### config.mk
export PLATFORM = sky130hd
export DESIGN_NAME = ecg_window_streamer
export DESIGN_NICKNAME = d
export VERILOG_FILES = /design/src/rtl/ecg_window_streamer.sv
export SDC_FILE = /design/constraint.sdc
export NUM_CORES = 2
export LEC_CHECK = 0
export CAP_MARGIN = 10
export CORE_MARGIN = 2
export CORE_UTILIZATION = 36
export DETAILED_ROUTE_END_ITERATION = 16
export PLACE_DENSITY_LB_ADDON = 0.25
export SLEW_MARGIN = 10
export SYNTH_ARGS = -nofsm -noshare
export SYNTH_HDL_FRONTEND = slang
export SYNTH_SLANG_ARGS = --single-unit
### constraint.sdc
create_clock -name ap_clk -period 4.8 [get_ports ap_clk]
set_input_delay 0.96 -clock ap_clk [delete_from_list [all_inputs] [get_ports ap_clk]]
set_output_delay 0.96 -clock ap_clk [all_outputs]
set_load 0.02 [all_outputs]
### src/rtl/ecg_window_streamer.sv
// ecg_window_streamer
//   Collects free-running ECG samples into a ping-pong buffer of two
//   WINDOW-sample banks and streams each complete window to the FINN
//   classifier over an AXI-Stream master. Reports frame, drop and
//   overflow status.
//
// Ports
//   ap_clk, ap_rst_n          clock; asynchronous active-low reset
//   s_sample_valid/_data      one-cycle sample strobe and value (no backpressure)
//   m_axis_tdata/tvalid/
//   tready/tlast              AXI-Stream master toward the classifier
//   frame_done                one-cycle pulse on the last-beat handshake
//   frames_sent               windows fully transferred (wraps)
//   overflow                  sticky: at least one sample was dropped
//   drop_count                dropped samples (saturates)
//   overflow_clr              synchronous clear of overflow and drop_count
module ecg_window_streamer #(
  parameter int WINDOW = 144,
  parameter int DATA_W = 8,
  parameter int CNT_W  = 16
) (
  input  logic              ap_clk,
  input  logic              ap_rst_n,
  input  logic              s_sample_valid,
  input  logic [DATA_W-1:0] s_sample_data,
  output logic [DATA_W-1:0] m_axis_tdata,
  output logic              m_axis_tvalid,
  input  logic              m_axis_tready,
  output logic              m_axis_tlast,
  output logic              frame_done,
  output logic [CNT_W-1:0]  frames_sent,
  output logic              overflow,
  output logic [CNT_W-1:0]  drop_count,
  input  logic              overflow_clr
);

  localparam int IW = $clog2(WINDOW);
  localparam int AW = $clog2(2 * WINDOW);

  typedef enum logic [1:0] {
    ST_IDLE   = 2'd0,
    ST_LOAD   = 2'd1,
    ST_STREAM = 2'd2
  } state_t;

  // Bank b occupies addresses [b*WINDOW, b*WINDOW+WINDOW-1].
  function automatic logic [AW-1:0] bank_addr(input logic bank, input logic [IW-1:0] idx);
    bank_addr = (bank ? AW'(WINDOW) : {AW{1'b0}}) + AW'(idx);
  endfunction

  logic [DATA_W-1:0] r_mem [0:2*WINDOW-1];
  logic [1:0]        r_full;
  logic              r_wr_bank;
  logic [IW-1:0]     r_wr_idx;
  logic              r_rd_bank;
  logic [IW-1:0]     r_beat;
  state_t            r_state;
  logic [DATA_W-1:0] r_tdata;
  logic              r_tvalid;
  logic              r_tlast;
  logic              r_frame_done;
  logic [CNT_W-1:0]  r_frames_sent;
  logic              r_overflow;
  logic [CNT_W-1:0]  r_drop_count;

  logic              w_wr_en;
  logic              w_drop;
  logic              w_wr_last;
  logic              w_hs;
  logic              w_last_hs;
  logic [AW-1:0]     w_wr_addr;
  logic [AW-1:0]     w_rd_addr;

  // The full flag of the target bank is the only admission criterion.
  assign w_wr_en   = s_sample_valid && !r_full[r_wr_bank];
  assign w_drop    = s_sample_valid &&  r_full[r_wr_bank];
  assign w_wr_last = (r_wr_idx == IW'(WINDOW - 1));
  assign w_hs      = r_tvalid && m_axis_tready;
  assign w_last_hs = w_hs && r_tlast;
  assign w_wr_addr = bank_addr(r_wr_bank, r_wr_idx);

  // Read address: beat 0 when starting a window, otherwise the beat after the one handing off.
  always_comb begin
    w_rd_addr = {AW{1'b0}};
    if (r_state == ST_IDLE) begin
      w_rd_addr = bank_addr(r_rd_bank, {IW{1'b0}});
    end else begin
      w_rd_addr = bank_addr(r_rd_bank, r_beat + IW'(1));
    end
  end

  // Sample storage; left unreset so it maps onto block or distributed RAM.
  always_ff @(posedge ap_clk) begin
    if (w_wr_en) begin
      r_mem[w_wr_addr] <= s_sample_data;
    end
  end

  // Write pointer: advance per accepted sample, switch banks at window end.
  always_ff @(posedge ap_clk or negedge ap_rst_n) begin
    if (!ap_rst_n) begin
      r_wr_idx  <= {IW{1'b0}};
      r_wr_bank <= 1'b0;
    end else if (w_wr_en) begin
      if (w_wr_last) begin
        r_wr_idx  <= {IW{1'b0}};
        r_wr_bank <= ~r_wr_bank;
      end else begin
        r_wr_idx  <= r_wr_idx + IW'(1);
      end
    end
  end

  // Bank-full flags. A bank being filled is never full and a bank being
  // freed is always full, so the two updates never hit the same bank.
  always_ff @(posedge ap_clk or negedge ap_rst_n) begin
    if (!ap_rst_n) begin
      r_full <= 2'b00;
    end else begin
      if (w_wr_en && w_wr_last) begin
        r_full[r_wr_bank] <= 1'b1;
      end
      if (w_last_hs) begin
        r_full[r_rd_bank] <= 1'b0;
      end
    end
  end

  // Read FSM. r_tdata doubles as the RAM read register, so the next beat is
  // fetched on the same edge the current one hands off.
  always_ff @(posedge ap_clk or negedge ap_rst_n) begin
    if (!ap_rst_n) begin
      r_state       <= ST_IDLE;
      r_rd_bank     <= 1'b0;
      r_beat        <= {IW{1'b0}};
      r_tdata       <= {DATA_W{1'b0}};
      r_tvalid      <= 1'b0;
      r_tlast       <= 1'b0;
      r_frame_done  <= 1'b0;
      r_frames_sent <= {CNT_W{1'b0}};
    end else begin
      r_frame_done <= 1'b0;
      case (r_state)
        ST_IDLE: begin
          r_tvalid <= 1'b0;
          r_tlast  <= 1'b0;
          if (r_full[r_rd_bank]) begin
            r_tdata <= r_mem[w_rd_addr];
            r_beat  <= {IW{1'b0}};
            r_state <= ST_LOAD;
          end
        end
        ST_LOAD: begin
          r_tvalid <= 1'b1;
          r_tlast  <= 1'b0;
          r_state  <= ST_STREAM;
        end
        ST_STREAM: begin
          if (w_hs) begin
            if (r_tlast) begin
              r_tvalid      <= 1'b0;
              r_tlast       <= 1'b0;
              r_rd_bank     <= ~r_rd_bank;
              r_frame_done  <= 1'b1;
              r_frames_sent <= r_frames_sent + CNT_W'(1);
              r_state       <= ST_IDLE;
            end else begin
              r_tdata <= r_mem[w_rd_addr];
              r_beat  <= r_beat + IW'(1);
              r_tlast <= ((r_beat + IW'(1)) == IW'(WINDOW - 1));
            end
          end
        end
        default: begin
          r_tvalid <= 1'b0;
          r_tlast  <= 1'b0;
          r_state  <= ST_IDLE;
        end
      endcase
    end
  end

  // Drop accounting; a drop wins over a coincident clear and counts as the first drop.
  always_ff @(posedge ap_clk or negedge ap_rst_n) begin
    if (!ap_rst_n) begin
      r_overflow   <= 1'b0;
      r_drop_count <= {CNT_W{1'b0}};
    end else if (overflow_clr) begin
      r_overflow   <= w_drop;
      r_drop_count <= w_drop ? CNT_W'(1) : {CNT_W{1'b0}};
    end else if (w_drop) begin
      r_overflow <= 1'b1;
      if (r_drop_count != {CNT_W{1'b1}}) begin
        r_drop_count <= r_drop_count + CNT_W'(1);
      end
    end
  end

  assign m_axis_tdata  = r_tdata;
  assign m_axis_tvalid = r_tvalid;
  assign m_axis_tlast  = r_tlast;
  assign frame_done    = r_frame_done;
  assign frames_sent   = r_frames_sent;
  assign overflow      = r_overflow;
  assign drop_count    = r_drop_count;

endmodule

==> results.sh <==
export IMPL_ys_async_sr_fraction=0.02785
export IMPL_synth_simple_area_share=0.07068
export IMPL_htreeDepth=4
export IMPL_grt_first_pass_wirelength_um=445900
export IMPL_layout_drive_gt1_share=0.1682
export IMPL_hold_worst_slack_ps=185.5
export IMPL_synth_xor_area_frac=0.004314
export IMPL_setup_violations=0
export IMPL_start_util=0.3624
export IMPL_dpl_hpwl_um=196700
export IMPL_worstHoldPathType="in -> async"
export IMPL_synthAdderAreaFrac=0.001841
export IMPL_synth_edf_count=2304
export IMPL_outcome="completed"
export IMPL_drt_iter0_markers=8328
export IMPL_power_leakage_nw=34.64
export IMPL_drv_slew=0
export IMPL_p_int_w=0.03847
export IMPL_fin_crit_ps=4445
export IMPL_fin_worst_skew_ps=61.65
export IMPL_clk_pin_slew_worst_paths_ps=70
export IMPL_synth_compound_area_frac=0.08675
export IMPL_layout_common_cells="edfxtp_1, nand2_1, nor2_1"
export IMPL_reg2reg_setup_slack_ps=350
export IMPL_ant_nets=0
export IMPL_r2r_start="r_beat[0]"
export IMPL_ios=57
export IMPL_cp_end_kind="flop"
export IMPL_synth_flop_cell="edfxtp_1"
export IMPL_crit_required_ps=5650
export IMPL_layout_setup_ws_ps=354.6
export IMPL_die_h_um=518.1
export IMPL_areaGrowthSynthToFinish_pct=15.50
export IMPL_synth_seq_cells=2370
export IMPL_relSlewSlack=0.1421
export IMPL_overflow=0
export IMPL_grt_pass1_vias=56691
export IMPL_yosysWarningCount=0
export IMPL_hold_violations=0
export IMPL_path_class="reg -> reg"
export IMPL_grt_total_usage=0.2306
export IMPL_fmax_ghz=0.2250
export IMPL_fin_setup_tns_ps=0
export IMPL_syn_instance_count=5955
export IMPL_peakVddDrop_uv=586.0
export IMPL_seq_power_share=0.386
export IMPL_cts_root_buffer="clkbuf_16"
export IMPL_dpl_cell_count=9553
export IMPL_r2r_end="m_axis_tdata[3]"
export IMPL_yosys_mux_area_fraction=0.06831
export IMPL_clock_power_share=0.299
export IMPL_combPwrFrac=0.315
export IMPL_first_pass_iters=9
export IMPL_avgSynthCellArea_um2=15.98
export IMPL_power_density_nw_per_um2=545.2
export IMPL_post_drt_via_cell_ratio=5.901
export IMPL_rsz0062_at_grt="no"
export IMPL_worst_pin_slew_ps=1287
export IMPL_arrival_ps=5300
export IMPL_synth_nets=5982
export IMPL_power_switching_w=0.02144
export IMPL_clk_latency_ps=910
export IMPL_antenna_found_initial=15
export IMPL_post_cts_buffers=0
export IMPL_synth_seq_area_share=0.7446
export IMPL_critical_path_max_fanout=29
export IMPL_utilization=0.4186
export IMPL_layout_cells_non_filler=9986
export IMPL_die_area_um2=268400
export IMPL_grt_max_degree=150
export IMPL_cp_start_kind="flop"
export IMPL_timing_final_crit_share=0.9261
export IMPL_core_area_um2=262500
export IMPL_clkSinkCount=2370
export IMPL_nFillCells=23645
export IMPL_fp_dieW_um=518.1
export IMPL_drc=0
export IMPL_gp_congestion=0.9261
export IMPL_cap_violations=0
export IMPL_rr_worst_depth=13
export IMPL_dp_slack_ps=509.5
export IMPL_netlist_area_um2=95130
export IMPL_cts_resized=0
export IMPL_ys_types=88
export IMPL_cts_tree="done"
export IMPL_rows=188
export IMPL_avgRoutedWirePerCell_um=31.86
export IMPL_nets=6302
export IMPL_synth_top_family_by_area="compound AO/OA/AOI/OAI gates"
export IMPL_switching_share=0.3579
export IMPL_wirelength_um=318200
export IMPL_cts_max_path_buffers=3
export IMPL_holdBufCountCts=0
export IMPL_final_common_cell="edfxtp_1"
export IMPL_numPortBuffers=56
export IMPL_cts_made_buffers=235
export IMPL_vias=58926
[cell usage after synthesis, drive strengths merged, types with 9 or more instances]
master	n	area share
o2bb2ai	11	0.0010
buf	268	0.016
and3	19	0.0012
mux2	19	0.0023
a31oi	77	0.0051
mux2i	147	0.016
nand3	172	0.0091
mux4	213	0.050
a32oi	29	0.0027
or3	156	0.010
o211ai	160	0.013
a22oi	19	0.0015
nand2	508	0.020
nand4	24	0.0016
xor2	22	0.0022
o311ai	31	0.0029
a221oi	30	0.0028
nand2b	23	0.0015
a2111oi	10	0.00092
o2111ai	25	0.0024
a311oi	33	0.0030
a211o	14	0.0013
clkbuf	171	0.0068
o21ai	233	0.012
o31ai	9	0.00071
o221ai	86	0.0080
a21oi	168	0.0089
nor3	94	0.0051
a2bb2oi	13	0.0012
xnor2	21	0.0021
nor4	11	0.00072
ha	14	0.0018
nor2	451	0.018
inv	10	0.00039
nor2b	26	0.0017
o22ai	93	0.0061
edfxtp	2304	0.73
a211oi	85	0.0067
dfrtp	66	0.017
[state kept, by name, summed over array words and instances (netlist names)]
register	cells
m_axis_tlast	1
r_state	2
drop_count	16
r_rd_bank	1
frame_done	1
overflow	1
frames_sent	16
r_wr_bank	1
r_beat	8
m_axis_tdata	8
r_full	2
r_wr_idx	8
m_axis_tvalid	1
r_mem	2304
[layout make-up]
type                       count  area (um2)  area share
sequential                  2370       70840      0.6447
tap                         3515        4398     0.04002
multi-input combinational   3135       22310      0.2030
inverter                      11       48.80   0.0004441
antenna                        3       7.507  0.00006832
timing repair buffer         522        4847     0.04411
clock inverter               135        1325     0.01206
clock buffer                 295        6106     0.05557
[per-layer routing]
metal / up-vias / global-route usage / share of wire
li1: 24377 / - / -
met2: 3259 / 0.3513 / 0.45
met1: 30638 / 0.3226 / 0.41
met5: - / 0 / 0.00016
met3: 644 / 0.04312 / 0.092
met4: 8 / 0.1004 / 0.047
[kinds of logic after synthesis]
kind of cell | Yosys count
simple gates | 1504
xor+xnor | 43
flops | 2370
compound gates | 1195
mux | 379
fa+ha+maj | 14
buf+inv | 450
[worst max-delay path, stage by stage (launching register included)]
cell and delay (ps):
dfrtp_4 580, ha_1 250, buf_4 190, xnor2_4 170
nor2_4 320, buf_12 280, buf_4 360, mux2i_1 180
a221oi_1 280, a211oi_1 140, o311ai_1 1070, buf_4 250
nand3_1 120, nand3_1 120
[metrics by stage]
step | area (um2) | total power [W]
2_1_floorplan | 95140 | 0.03253
4_1_cts | 109900 | 0.05981
6_report | 109900 | 0.05991
3_3_place_gp | 102400 | 0.04204
3_5_place_dp | 102400 | 0.04205
5_1_grt | 109900 | 0.06131
[how the worst max path moves through the flow]
stage,startpoint,end
after floorplan,r_beat[0],m_axis_tdata[1]
after global placement,r_state[1],m_axis_tdata[4]
after detailed placement,r_beat[0],m_axis_tdata[6]
after CTS,r_state[1],m_axis_tdata[4]
after global routing,r_beat[0],m_axis_tdata[6]
final,r_beat[0],m_axis_tdata[3]
[power by group through the flow]
stage	Combinational (W)	Clock (W)	Sequential, W
after floorplan	0.00906	0	0.0235
after global placement	0.0185	0	0.0235
after detailed placement	0.0185	0	0.0235
after CTS	0.0186	0.0181	0.0231
after global routing	0.0193	0.0189	0.0231
final	0.0189	0.0179	0.0231
Power figures use the tool's default switching activity.
